<file path="config.mk">
export PLATFORM = sky130hd
export DESIGN_NAME = cyclic_cache_req_splitter_flat
export DESIGN_NICKNAME = d
export VERILOG_FILES = /design/src/rtl/cyclic_cache_req_splitter_if.sv /design/src/rtl/cyclic_cache_req_splitter.sv /design/src/flat_wrapper.sv
export SDC_FILE = /design/constraint.sdc
export NUM_CORES = 1
export LEC_CHECK = 0
export ABC_CLOCK_PERIOD_IN_PS = 8300
export CORE_AREA = 5 5 163 322
export CTS_BUF_LIST = sky130_fd_sc_hd__clkbuf_8
export CTS_CLUSTER_DIAMETER = 40
export DETAILED_ROUTE_END_ITERATION = 8
export DIE_AREA = 0 0 168 327
export GPL_ROUTABILITY_DRIVEN = 0
export PLACE_DENSITY_LB_ADDON = 0.3
export RECOVER_POWER = 50
export SKIP_CTS_REPAIR_TIMING = 1
export SYNTH_ARGS = -nofsm -noshare
export SYNTH_HDL_FRONTEND = slang
export SYNTH_SLANG_ARGS = --single-unit
</file>
<file path="constraint.sdc">
create_clock -name clk -period 8.3 [get_ports clk]
set_input_delay 1.245 -clock clk [delete_from_list [all_inputs] [get_ports clk]]
set_output_delay 1.245 -clock clk [all_outputs]
set_load 0.02 [all_outputs]
</file>
<file path="src/rtl/cyclic_cache_req_splitter_if.sv">
// Bundle of the burst request, word streams and cache user-port signals of the
// cyclic cache request splitter. "slave" is the splitter, "master" its environment.
interface cyclic_cache_req_splitter_if #(
    parameter int DW        = 32,
    parameter int AW        = 32,
    parameter int USER_DW   = 128,
    parameter int REQ_LEN_W = 8
);
    localparam int ULW = $clog2(USER_DW / DW);

    // Every valid/ready pair transfers exactly when both are 1 at a rising clk edge;
    // a source holds valid and its payload stable until that edge.
    logic                 req_valid;
    logic                 req_ready;
    logic                 req_we;
    logic [AW-1:0]        req_adr;
    logic [REQ_LEN_W-1:0] req_len;
    logic                 wd_valid;
    logic                 wd_ready;
    logic [DW-1:0]        wd_data;
    logic                 rd_valid;
    logic                 rd_ready;
    logic [DW-1:0]        rd_data;
    logic                 rd_last;
    logic                 busy;
    logic                 ready;
    logic                 user_re;
    logic                 user_we;
    logic [ULW-1:0]       user_len;
    logic [AW-1:0]        user_adr;
    logic [USER_DW-1:0]   user_wdat;
    logic [USER_DW-1:0]   user_rdat;
    logic                 user_rdat_vld;
    logic [2:0]           dbg_state;

    modport master (
        output req_valid, req_we, req_adr, req_len, wd_valid, wd_data, rd_ready,
               ready, user_rdat, user_rdat_vld,
        input  req_ready, wd_ready, rd_valid, rd_data, rd_last, busy, user_re,
               user_we, user_len, user_adr, user_wdat, dbg_state
    );

    modport slave (
        input  req_valid, req_we, req_adr, req_len, wd_valid, wd_data, rd_ready,
               ready, user_rdat, user_rdat_vld,
        output req_ready, wd_ready, rd_valid, rd_data, rd_last, busy, user_re,
               user_we, user_len, user_adr, user_wdat, dbg_state
    );
endinterface

</file>
<file path="src/rtl/cyclic_cache_req_splitter.sv">
// Splits word-addressed bursts into USER_DW-aligned cache user-port chunks.
// Define CACHE_SPLIT_PERF_EN to add the perf_chunks/perf_stall counters.
module cyclic_cache_req_splitter #(
    parameter int DW           = 32,
    parameter int AW           = 32,
    parameter int USER_DW      = 128,
    parameter int USER_MAX_LEN = USER_DW / DW,
    parameter int REQ_LEN_W    = 8,
    parameter int RFIFO_DEPTH  = 4
) (
    input  logic clk,
    input  logic rstn,
`ifdef CACHE_SPLIT_PERF_EN
    input  logic        perf_clr,
    output logic [31:0] perf_chunks,
    output logic [31:0] perf_stall,
`endif
    cyclic_cache_req_splitter_if.slave bus
);
    localparam int BB   = $clog2(DW / 8);
    localparam int LB   = $clog2(USER_DW / 8);
    localparam int ULW  = $clog2(USER_MAX_LEN);
    localparam int CW   = $clog2(USER_MAX_LEN + 1);
    localparam int RW   = REQ_LEN_W + 1;
    localparam int FW   = $clog2(RFIFO_DEPTH);
    localparam int CNTW = $clog2(RFIFO_DEPTH + 1);

    localparam logic [2:0] IDLE      = 3'd0;
    localparam logic [2:0] RD_ISSUE  = 3'd1;
    localparam logic [2:0] WR_GATHER = 3'd2;
    localparam logic [2:0] WR_ISSUE  = 3'd3;
    localparam logic [2:0] RD_DRAIN  = 3'd4;

    logic [2:0]         state;
    logic               armed;
    logic [AW-1:0]      adr;
    logic [RW-1:0]      remaining;
    logic [RW-1:0]      total;
    logic [RW-1:0]      delivered;
    logic [USER_DW-1:0] pack;
    logic [CW-1:0]      gathered;
    logic [CNTW-1:0]    outstanding;
    logic [CNTW-1:0]    occupied;
    logic [CNTW-1:0]    credit;
    logic [FW-1:0]      wr_ptr;
    logic [FW-1:0]      rd_ptr;
    logic [FW-1:0]      iss_ptr;
    logic [ULW-1:0]     word_idx;
    logic [CW-1:0]      space;
    logic [CW-1:0]      chunk;
    logic [AW-1:0]      adr_next;
    logic               last_chunk;
    logic               issue_re;
    logic               issue_we;
    logic               req_fire;
    logic               rd_fire;
    logic               head_done;

    logic [USER_DW-1:0] fifo_data [RFIFO_DEPTH];
    logic [ULW-1:0]     fifo_len  [RFIFO_DEPTH];

    // A chunk ends at the remaining word count or at the next USER_DW line boundary.
    assign space      = CW'(USER_MAX_LEN) - CW'(adr[LB-1:BB]);
    assign chunk      = (remaining < RW'(space)) ? CW'(remaining) : space;
    assign adr_next   = adr + (AW'(chunk) << BB);
    assign last_chunk = (remaining == RW'(chunk));

    // Credit counts FIFO slots not yet claimed by buffered or in-flight returns.
    assign credit   = CNTW'(RFIFO_DEPTH) - occupied - outstanding;
    assign issue_re = (state == RD_ISSUE) && bus.ready && (credit != '0);
    assign issue_we = (state == WR_ISSUE) && bus.ready;

    assign req_fire  = bus.req_valid && bus.req_ready;
    assign rd_fire   = bus.rd_valid && bus.rd_ready;
    assign head_done = (word_idx == fifo_len[rd_ptr]);

    assign bus.req_ready = (state == IDLE) && armed;
    assign bus.wd_ready  = (state == WR_GATHER);
    assign bus.rd_valid  = (occupied != '0);
    assign bus.rd_data   = bus.rd_valid ? fifo_data[rd_ptr][int'(word_idx)*DW +: DW] : '0;
    assign bus.rd_last   = bus.rd_valid && (delivered == total - RW'(1));
    assign bus.busy      = (state != IDLE) || (outstanding != '0) || (occupied != '0);
    assign bus.user_re   = issue_re;
    assign bus.user_we   = issue_we;
    assign bus.user_len  = (issue_re || issue_we) ? ULW'(chunk - CW'(1)) : '0;
    assign bus.user_adr  = (issue_re || issue_we) ? adr : '0;
    assign bus.user_wdat = pack;
    assign bus.dbg_state = state;

    always_ff @(posedge clk or negedge rstn) begin
        if (!rstn) begin
            state       <= IDLE;
            armed       <= 1'b0;
            adr         <= '0;
            remaining   <= '0;
            total       <= '0;
            delivered   <= '0;
            pack        <= '0;
            gathered    <= '0;
            outstanding <= '0;
            occupied    <= '0;
            wr_ptr      <= '0;
            rd_ptr      <= '0;
            iss_ptr     <= '0;
            word_idx    <= '0;
        end else begin
            armed <= 1'b1;

            if (rd_fire) begin
                delivered <= delivered + RW'(1);
                if (head_done) begin
                    rd_ptr   <= rd_ptr + FW'(1);
                    word_idx <= '0;
                end else begin
                    word_idx <= word_idx + ULW'(1);
                end
            end

            case (state)
                IDLE: begin
                    if (req_fire) begin
                        adr       <= bus.req_adr & ~AW'((1 << BB) - 1);
                        remaining <= RW'(bus.req_len) + RW'(1);
                        total     <= RW'(bus.req_len) + RW'(1);
                        delivered <= '0;
                        gathered  <= '0;
                        pack      <= '0;
                        state     <= bus.req_we ? WR_GATHER : RD_ISSUE;
                    end
                end
                RD_ISSUE: begin
                    if (issue_re) begin
                        adr       <= adr_next;
                        remaining <= remaining - RW'(chunk);
                        if (last_chunk) state <= RD_DRAIN;
                    end
                end
                RD_DRAIN: begin
                    if (rd_fire && bus.rd_last) state <= IDLE;
                end
                WR_GATHER: begin
                    if (bus.wd_valid) begin
                        pack[int'(gathered)*DW +: DW] <= bus.wd_data;
                        gathered <= gathered + CW'(1);
                        if (gathered + CW'(1) == chunk) state <= WR_ISSUE;
                    end
                end
                WR_ISSUE: begin
                    if (issue_we) begin
                        adr       <= adr_next;
                        remaining <= remaining - RW'(chunk);
                        pack      <= '0;
                        gathered  <= '0;
                        state     <= last_chunk ? IDLE : WR_GATHER;
                    end
                end
                default: state <= IDLE;
            endcase

            if (issue_re) iss_ptr <= iss_ptr + FW'(1);
            if (bus.user_rdat_vld) wr_ptr <= wr_ptr + FW'(1);

            case ({issue_re, bus.user_rdat_vld})
                2'b10:   outstanding <= outstanding + CNTW'(1);
                2'b01:   outstanding <= outstanding - CNTW'(1);
                default: outstanding <= outstanding;
            endcase

            case ({bus.user_rdat_vld, rd_fire && head_done})
                2'b10:   occupied <= occupied + CNTW'(1);
                2'b01:   occupied <= occupied - CNTW'(1);
                default: occupied <= occupied;
            endcase
        end
    end

    // The length is parked in the slot reserved at issue; returns arrive in issue order.
    always_ff @(posedge clk) begin
        if (bus.user_rdat_vld) fifo_data[wr_ptr] <= bus.user_rdat;
        if (issue_re) fifo_len[iss_ptr] <= ULW'(chunk - CW'(1));
    end

`ifdef CACHE_SPLIT_PERF_EN
    logic chunk_pending;
    assign chunk_pending = (state == RD_ISSUE) || (state == WR_ISSUE);

    always_ff @(posedge clk or negedge rstn) begin
        if (!rstn) begin
            perf_chunks <= '0;
            perf_stall  <= '0;
        end else if (perf_clr) begin
            perf_chunks <= '0;
            perf_stall  <= '0;
        end else begin
            if ((issue_re || issue_we) && (perf_chunks != '1)) perf_chunks <= perf_chunks + 32'd1;
            if (chunk_pending && !(issue_re || issue_we) && (perf_stall != '1))
                perf_stall <= perf_stall + 32'd1;
        end
    end
`endif
endmodule
</file>
<file path="src/flat_wrapper.sv">
// flat-port wrapper written by rule: the top's interface ports become plain ports
module cyclic_cache_req_splitter_flat 
#(
    parameter int DW           = 32,
    parameter int AW           = 32,
    parameter int USER_DW      = 128,
    parameter int USER_MAX_LEN = USER_DW / DW,
    parameter int REQ_LEN_W    = 8,
    parameter int RFIFO_DEPTH  = 4
)
  (clk, rstn, bus_req_valid, bus_req_we, bus_req_adr, bus_req_len, bus_wd_valid, bus_wd_data, bus_rd_ready, bus_ready, bus_user_rdat, bus_user_rdat_vld, bus_req_ready, bus_wd_ready, bus_rd_valid, bus_rd_data, bus_rd_last, bus_busy, bus_user_re, bus_user_we, bus_user_len, bus_user_adr, bus_user_wdat, bus_dbg_state);
  cyclic_cache_req_splitter_if #(.DW(DW), .AW(AW), .USER_DW(USER_DW), .REQ_LEN_W(REQ_LEN_W)) bus_i ();
  input  logic clk;
  input  logic rstn;
  input wire logic [$bits(bus_i.req_valid)-1:0] bus_req_valid;
  input wire logic [$bits(bus_i.req_we)-1:0] bus_req_we;
  input wire logic [$bits(bus_i.req_adr)-1:0] bus_req_adr;
  input wire logic [$bits(bus_i.req_len)-1:0] bus_req_len;
  input wire logic [$bits(bus_i.wd_valid)-1:0] bus_wd_valid;
  input wire logic [$bits(bus_i.wd_data)-1:0] bus_wd_data;
  input wire logic [$bits(bus_i.rd_ready)-1:0] bus_rd_ready;
  input wire logic [$bits(bus_i.ready)-1:0] bus_ready;
  input wire logic [$bits(bus_i.user_rdat)-1:0] bus_user_rdat;
  input wire logic [$bits(bus_i.user_rdat_vld)-1:0] bus_user_rdat_vld;
  output wire logic [$bits(bus_i.req_ready)-1:0] bus_req_ready;
  output wire logic [$bits(bus_i.wd_ready)-1:0] bus_wd_ready;
  output wire logic [$bits(bus_i.rd_valid)-1:0] bus_rd_valid;
  output wire logic [$bits(bus_i.rd_data)-1:0] bus_rd_data;
  output wire logic [$bits(bus_i.rd_last)-1:0] bus_rd_last;
  output wire logic [$bits(bus_i.busy)-1:0] bus_busy;
  output wire logic [$bits(bus_i.user_re)-1:0] bus_user_re;
  output wire logic [$bits(bus_i.user_we)-1:0] bus_user_we;
  output wire logic [$bits(bus_i.user_len)-1:0] bus_user_len;
  output wire logic [$bits(bus_i.user_adr)-1:0] bus_user_adr;
  output wire logic [$bits(bus_i.user_wdat)-1:0] bus_user_wdat;
  output wire logic [$bits(bus_i.dbg_state)-1:0] bus_dbg_state;
  assign bus_i.req_valid = bus_req_valid;
  assign bus_i.req_we = bus_req_we;
  assign bus_i.req_adr = bus_req_adr;
  assign bus_i.req_len = bus_req_len;
  assign bus_i.wd_valid = bus_wd_valid;
  assign bus_i.wd_data = bus_wd_data;
  assign bus_i.rd_ready = bus_rd_ready;
  assign bus_i.ready = bus_ready;
  assign bus_i.user_rdat = bus_user_rdat;
  assign bus_i.user_rdat_vld = bus_user_rdat_vld;
  assign bus_req_ready = bus_i.req_ready;
  assign bus_wd_ready = bus_i.wd_ready;
  assign bus_rd_valid = bus_i.rd_valid;
  assign bus_rd_data = bus_i.rd_data;
  assign bus_rd_last = bus_i.rd_last;
  assign bus_busy = bus_i.busy;
  assign bus_user_re = bus_i.user_re;
  assign bus_user_we = bus_i.user_we;
  assign bus_user_len = bus_i.user_len;
  assign bus_user_adr = bus_i.user_adr;
  assign bus_user_wdat = bus_i.user_wdat;
  assign bus_dbg_state = bus_i.dbg_state;
  cyclic_cache_req_splitter #(.DW(DW), .AW(AW), .USER_DW(USER_DW), .USER_MAX_LEN(USER_MAX_LEN), .REQ_LEN_W(REQ_LEN_W), .RFIFO_DEPTH(RFIFO_DEPTH)) u_core (.clk(clk), .rstn(rstn), .bus(bus_i));
endmodule
</file>
## After elaboration in Yosys (flattened, before gate mapping)

Memories as Yosys holds them, arrays and structs flattened.
Cells that the tools add are included.

- RAM bits: 520
- Register bits: 208
- Output and inout bits: 204
- Memories kept: 2

Memories:

| memory | depth | width | rd ports | clocked after memory_dff | wr ports | RTL line | RTL |
|---|---|---|---|---|---|---|---|
| u_core.fifo_data | 4 | 128 | 1 | 0 | 1 | cyclic_cache_req_splitter.sv:59 | `logic [USER_DW-1:0] fifo_data [RFIFO_DEPTH];` |
| u_core.fifo_len | 4 | 2 | 1 | 0 | 1 | cyclic_cache_req_splitter.sv:60 | `logic [ULW-1:0] fifo_len [RFIFO_DEPTH];` |

- Order comparisons: 1
- Muxes and demuxes: 41
- Shift-type cells: 3
- Reduce and logical (&&, ||, !) cells: 26
- Equality and inequality tests: 19
- Add/sub/neg operators: 19

Operator list:

| operator | number |
|---|---|
| 128-bit two-way mux | 3 |
| 128-bit case mux with 3 select lines | 1 |
| 32-bit two-way mux | 5 |
| 128-bit bitwise mux | 1 |
| 32-bit by 33-bit variable shift with 128-bit output, first input constant | 1 |
| 128-bit by 8-bit indexed part select with 32-bit output | 1 |
| 32-bit by 33-bit indexed part select with 128-bit output | 1 |
| 32-bit case mux with 3 select lines | 1 |
| 9-bit two-way mux | 6 |
| 3-bit two-way mux | 11 |
| 8-bit negator with 33-bit output | 1 |
| 32-bit by 5-bit adder with 32-bit output | 1 |
| 9-bit case mux with 3 select lines | 1 |
| 3-bit nonzero test | 6 |
| 3-bit case mux with 5 select lines | 1 |
| 2-bit by 1-bit != test with 1-bit output, second input constant | 6 |
| 3-bit case mux with 2 select lines | 2 |
| 3-bit by 1-bit adder with 3-bit output, second input constant | 3 |
| 8-bit by 1-bit adder with 9-bit output, second input constant | 1 |
| 9-bit by 1-bit adder with 9-bit output, second input constant | 1 |
| 9-bit by 3-bit == test with 1-bit output | 1 |
| 9-bit == test | 1 |
| 1-bit logical AND | 9 |
| 9-bit by 3-bit < comparator with 1-bit output | 1 |
| 25 further kinds | 43 |

## Longest topological paths before layout

- Depth after elaboration: 7
- Gate-level depth with buffers: 17
- Mapped depth without buffers: 16

## Worst setup path after synthesis

No wires, ideal clock.

- Path kind: input to register
- Start: input port bus_user_rdat_vld
- End: memory u_core.fifo_data[1][0] (enable)
- Buffers on the path: 0
- Setup slack: 3.620 ns
- Required time: 7.798 ns
- Stages: 1
- Arrival: 4.178 ns
- Setup time: 0.502 ns
- Path through: and2_1

- Word-level cells in the longest chain between the ends: 2

Ends and longest elaborated chain:

| what | RTL line | RTL |
|---|---|---|
| start, declared | flat_wrapper.sv:24 | `input wire logic [$bits(bus_i.user_rdat_vld)-1:0] bus_user_rdat_vld;` |
| 1-bit two-way mux | cyclic_cache_req_splitter.sv:179 | `if (bus.user_rdat_vld) fifo_data[wr_ptr] <= bus.user_rdat;` |
| 1-bit two-way mux (not written as such) | cyclic_cache_req_splitter.sv:179 |  |
| end, declared | cyclic_cache_req_splitter.sv:59 |  |

Every way passes these cells.

## Worst setup path in the final report

- Start: register u_core.rd_ptr[1]
- End: output port bus_rd_data[14]

- Word-level cells in the longest chain between the ends: 3

Ends and longest elaborated chain:

| what | RTL line | RTL |
|---|---|---|
| start, declared | cyclic_cache_req_splitter.sv:46 | `logic [FW-1:0] rd_ptr;` |
| start signal, assigned | cyclic_cache_req_splitter.sv:112 | `rd_ptr <= rd_ptr + FW'(1);` |
| memory read 4 x 128 bit | -- |  |
| 128-bit by 8-bit indexed part select with 32-bit output | cyclic_cache_req_splitter.sv:80 | `assign bus.rd_data = bus.rd_valid ? fifo_data[rd_ptr][int'(word_idx)*DW +: DW] : '0;` |
| 32-bit two-way mux | cyclic_cache_req_splitter.sv:80 |  |
| end, declared | flat_wrapper.sv:28 | `output wire logic [$bits(bus_i.rd_data)-1:0] bus_rd_data;` |

Every way passes these cells.

==> results.yml <==
run_status:
  status: "complete, but fails checks"
  failed_checks: "capacitance limit, slew limit"
timing:
  finClkSkew_ns: 0.0284
  final-max-slew-violation-count: 202
  unrepaired_setup_endpoints_after_global_routing: "false"
  totalNegativeSetupSlack_ns: 0
  relSlewSlack: -1.59
  finalCritPeriodShare: 0.670
  worst_pin_slew_ns: 3.88
  finalHoldWorstSlack_ns: 0.482
  maxClockFrequency_ghz: 0.180
  final-setup-viol-count: 0
  hold_viol_final: 0
  period_minus_slack_ns: 5.56
logic_synthesis:
  async_reset_ff_frac: 0.284
  yosysSeqAreaShare: 0.692
  syn-cell-area_um2: 30000
  synth_area_per_cell_um2: 16.9
  yosys_register_bits: 726
  synth_top_cell_area_share: 0.521
  synthDominantAreaCellType: "edfxtp_1"
  dominantRegCellSynth: "edfxtp_1"
  synth_edf_count: 520
  syn-instance-count: 1778
  synth.distinct_cells: 77
  ys_top_cells_by_area: "edfxtp_1 52%, dfrtp_1 17%, mux4_2 12%"
  synth_warnings: 0
place:
  place.port_buffers: 407
  detailed_place_hpwl_um: 46600
  dpl-instance-area_um2: 34700
  dp.cells: 2747
setup_path:
  worst-endpoint-arrival_ns: 4.32
  critPathLaunchType: "register"
  worst-path-max-fanout: 76
  path_common_cell: "mux4_2"
  reg2regPathDepth: 4
  timing.critical_path.to_type: "output pin"
  worst_r2r_startpoint: "u_core.wr_ptr[1]"
  critical_path_buf_inv_count: 2
  rrSetupSlack_ns: 3.52
  cell_family_contributing_the_most_delay_on_the_critical_path: "buffers and inverters"
  timing.rr.end: "u_core.fifo_data[1][23]"
  cpPeakStageDelay_ns: 0.98
  required_ns: 7.05
  cp_slowest_cell: "dfrtp_4"
  setup.worst_path.class: "reg -> out"
  worst_path_cell_trace: "buf_4 -> mux4_2 -> mux4_2 -> and2_1 -> clkdlybuf4s50_1"
cts:
  clkLatencyLatePin_ns: 0.66
  cts_inserted_buffers: 94
  cts_tree: "built"
  clock_pin_slew_of_the_registers_on_the_worst_case_setup_and_hold_paths_ns: 0.07
  number_of_h_tree_branching_levels: 3
  clockBufferDepth: 3
  tritoncts_num_sinks: 726
  cts_root_buffer: "clkbuf_8"
pwr:
  clockPowerShare: 0.188
  sequentialPowerShare: 0.397
  power_leakage_nw: 13.0
  vdd_drop_max_mv: 0.267
  power_switching_mw: 4.86
  report.power.total_mw: 13.6
  power.switching_fraction: 0.358
  cell_internal_power_mw: 8.71
  power_frac_comb: 0.415
  power_density_nw_per_um2: 371
floorplanning:
  num_rows: 116
  initial_core_util: 0.602
  placeableCoreArea_um2: 49800
  dieWidth_um: 168
  top_level_port_count: 412
  die_y_um: 327
  fp.dieArea_um2: 54900
final_layout:
  finalNetCount: 2431
  sequential_cell_area_um2: 20800
  stdcell_count: 2941
  post_route_cells_drive_above_1_share: 0.152
  fin_area_um2: 36600
  area_delta_synth_final_pct: 21.9
  mostFrequentLayoutCells: "520 x edfxtp_1, 276 x clkdlybuf4s50_1, 202 x dfrtp_1, 162 x mux4_2, 130 x dlygate4sd3_1"
  fillerInstances: 3012
  leading_cell_type_in_the_layout_fill_and_taps_excluded: "edfxtp_1"
  multi_input_comb_area_um2: 8680
min_path:
  worst_hold_startpoint: "u_core.bus.user_wdat[84]"
  holdPathStages: 2
  worst_case_hold_path_end_point: "u_core.bus.user_wdat[84]"
  hold_path.class: "reg -> reg"
detailed_routing:
  ant_nets: 0
  routed_wl_um: 71900
  remaining_drc_errors: 0
  detailedRoute.firstIterationViolations: 2084
  routed-via-count: 18304
  drtPass1Iterations: 7
  routed_wire_length_per_instance_um: 24.4
  drt-vias-per-instance: 6.22
global_route:
  grt_start_max_net_pins: 106
  gr-usage-all-layers: 0.260
  overflow: 0
  global_route_layer_with_the_greatest_usage: "met2"
  grt_first_pass_wirelength_um: 111000
  initial_antenna_violation_count: 35
  grt_pass1_vias: 19289
  grt_use_met1: 0.308
  grt_use_met2: 0.455
  use_met3: 0.0586
flow_run:
  timing.max_cap.violations: 4
-- worst max-delay path by stage --
stage	from	end	slack, ns	cells past startpoint
after floorplan	bus_user_rdat_vld	u_core.fifo_data[1][0]	3.62	1
after global placement	u_core.rd_ptr[1]	bus_rd_data[8]	3.39	5
after detailed placement	u_core.rd_ptr[1]	bus_rd_data[30]	3.39	5
after CTS	u_core.rd_ptr[1]	bus_rd_data[14]	2.64	5
after global routing	bus_user_rdat_vld	u_core.fifo_data[1][23]	2.47	3
final	u_core.rd_ptr[1]	bus_rd_data[14]	2.74	5
-- cell usage after synthesis, drive strengths merged, types with 5 or more instances --
cell type,instances
nor2,60
o21ai,70
edfxtp,520
a21oi,19
xnor2,26
a31oi,9
nand2,117
nand3,36
o211ai,7
clkbuf,98
ha,27
a21o,6
nor3,19
o311ai,5
and3,10
buf,19
nand4,12
mux4,162
xor2,22
dfrtp,206
nor4,7
a311oi,12
or3,19
and4,7
inv,33
and2,76
a32o,100
a211oi,6
-- through the flow --
step	utilization	worst slack (ns)
floorplan	-	3.62
global placement	0.697	3.39
detailed placement	0.697	3.39
CTS	0.734	2.64
global route	0.734	2.47
finish	0.735	2.74
-- registers in the layout, indices dropped and copies added (netlist names), 2 cells and up --
name                  count
u_core.rd_ptr             2
u_core.remaining          9
u_core.word_idx           2
u_core.fifo_len           8
u_core.delivered          9
u_core.bus.user_wdat    128
u_core.bus.dbg_state      3
u_core.adr               30
u_core.wr_ptr             2
u_core.iss_ptr            2
u_core.gathered           3
u_core.outstanding        3
u_core.fifo_data        512
u_core.occupied           3
u_core.total              9
-- logic make-up after synthesis --
logic type | count (synthesis) | share of synthesized area
DFF | 726 | 0.692
and+or+nand+nor | 380 | 0.0641
AOI/OAI and AO/OA | 276 | 0.0735
muxes | 167 | 0.123
buffers and inverters | 150 | 0.0196
xor gates and xnor gates | 48 | 0.0140
adders and majority gates | 29 | 0.0126
other | 2 | 0.000250
-- routing by layer --
metal | routed length [um] | vias up
met5 | 63 | -
met4 | 2920 | 12
met3 | 5660 | 199
met2 | 38100 | 886
met1 | 25100 | 9256
li1 | - | 7951
-- worst reg2reg max path, delay by kind of cell, from the launching register on --
kind,cells,cell delay (ns)
and+or+nand+nor,1,2.78
buffers and inverters,2,1.01
adders and majority gates,1,0.14
DFF,1,0.41
-- cell type report --
| cell class | instances | area share |
|---|---|---|
| clock inverter | 69 | 0.0124 |
| sequential | 726 | 0.568 |
| tap | 649 | 0.0222 |
| clock buffer | 99 | 0.0373 |
| inverter | 33 | 0.00342 |
| antenna | 26 | 0.00178 |
| timing repair buffer | 436 | 0.118 |
| multi-input combinational | 903 | 0.237 |
-- power groups by stage --
stage | Combinational (mW) | Clock (mW) | Sequential [mW]
floorplan | 3.38 | 0 | 5.58
global placement | 5.55 | 0 | 5.36
detailed placement | 5.68 | 0 | 5.44
CTS | 5.71 | 2.61 | 5.37
global route | 6.04 | 2.78 | 5.47
finish | 5.63 | 2.55 | 5.39
Note: power is estimated with default switching activity, not from simulation.
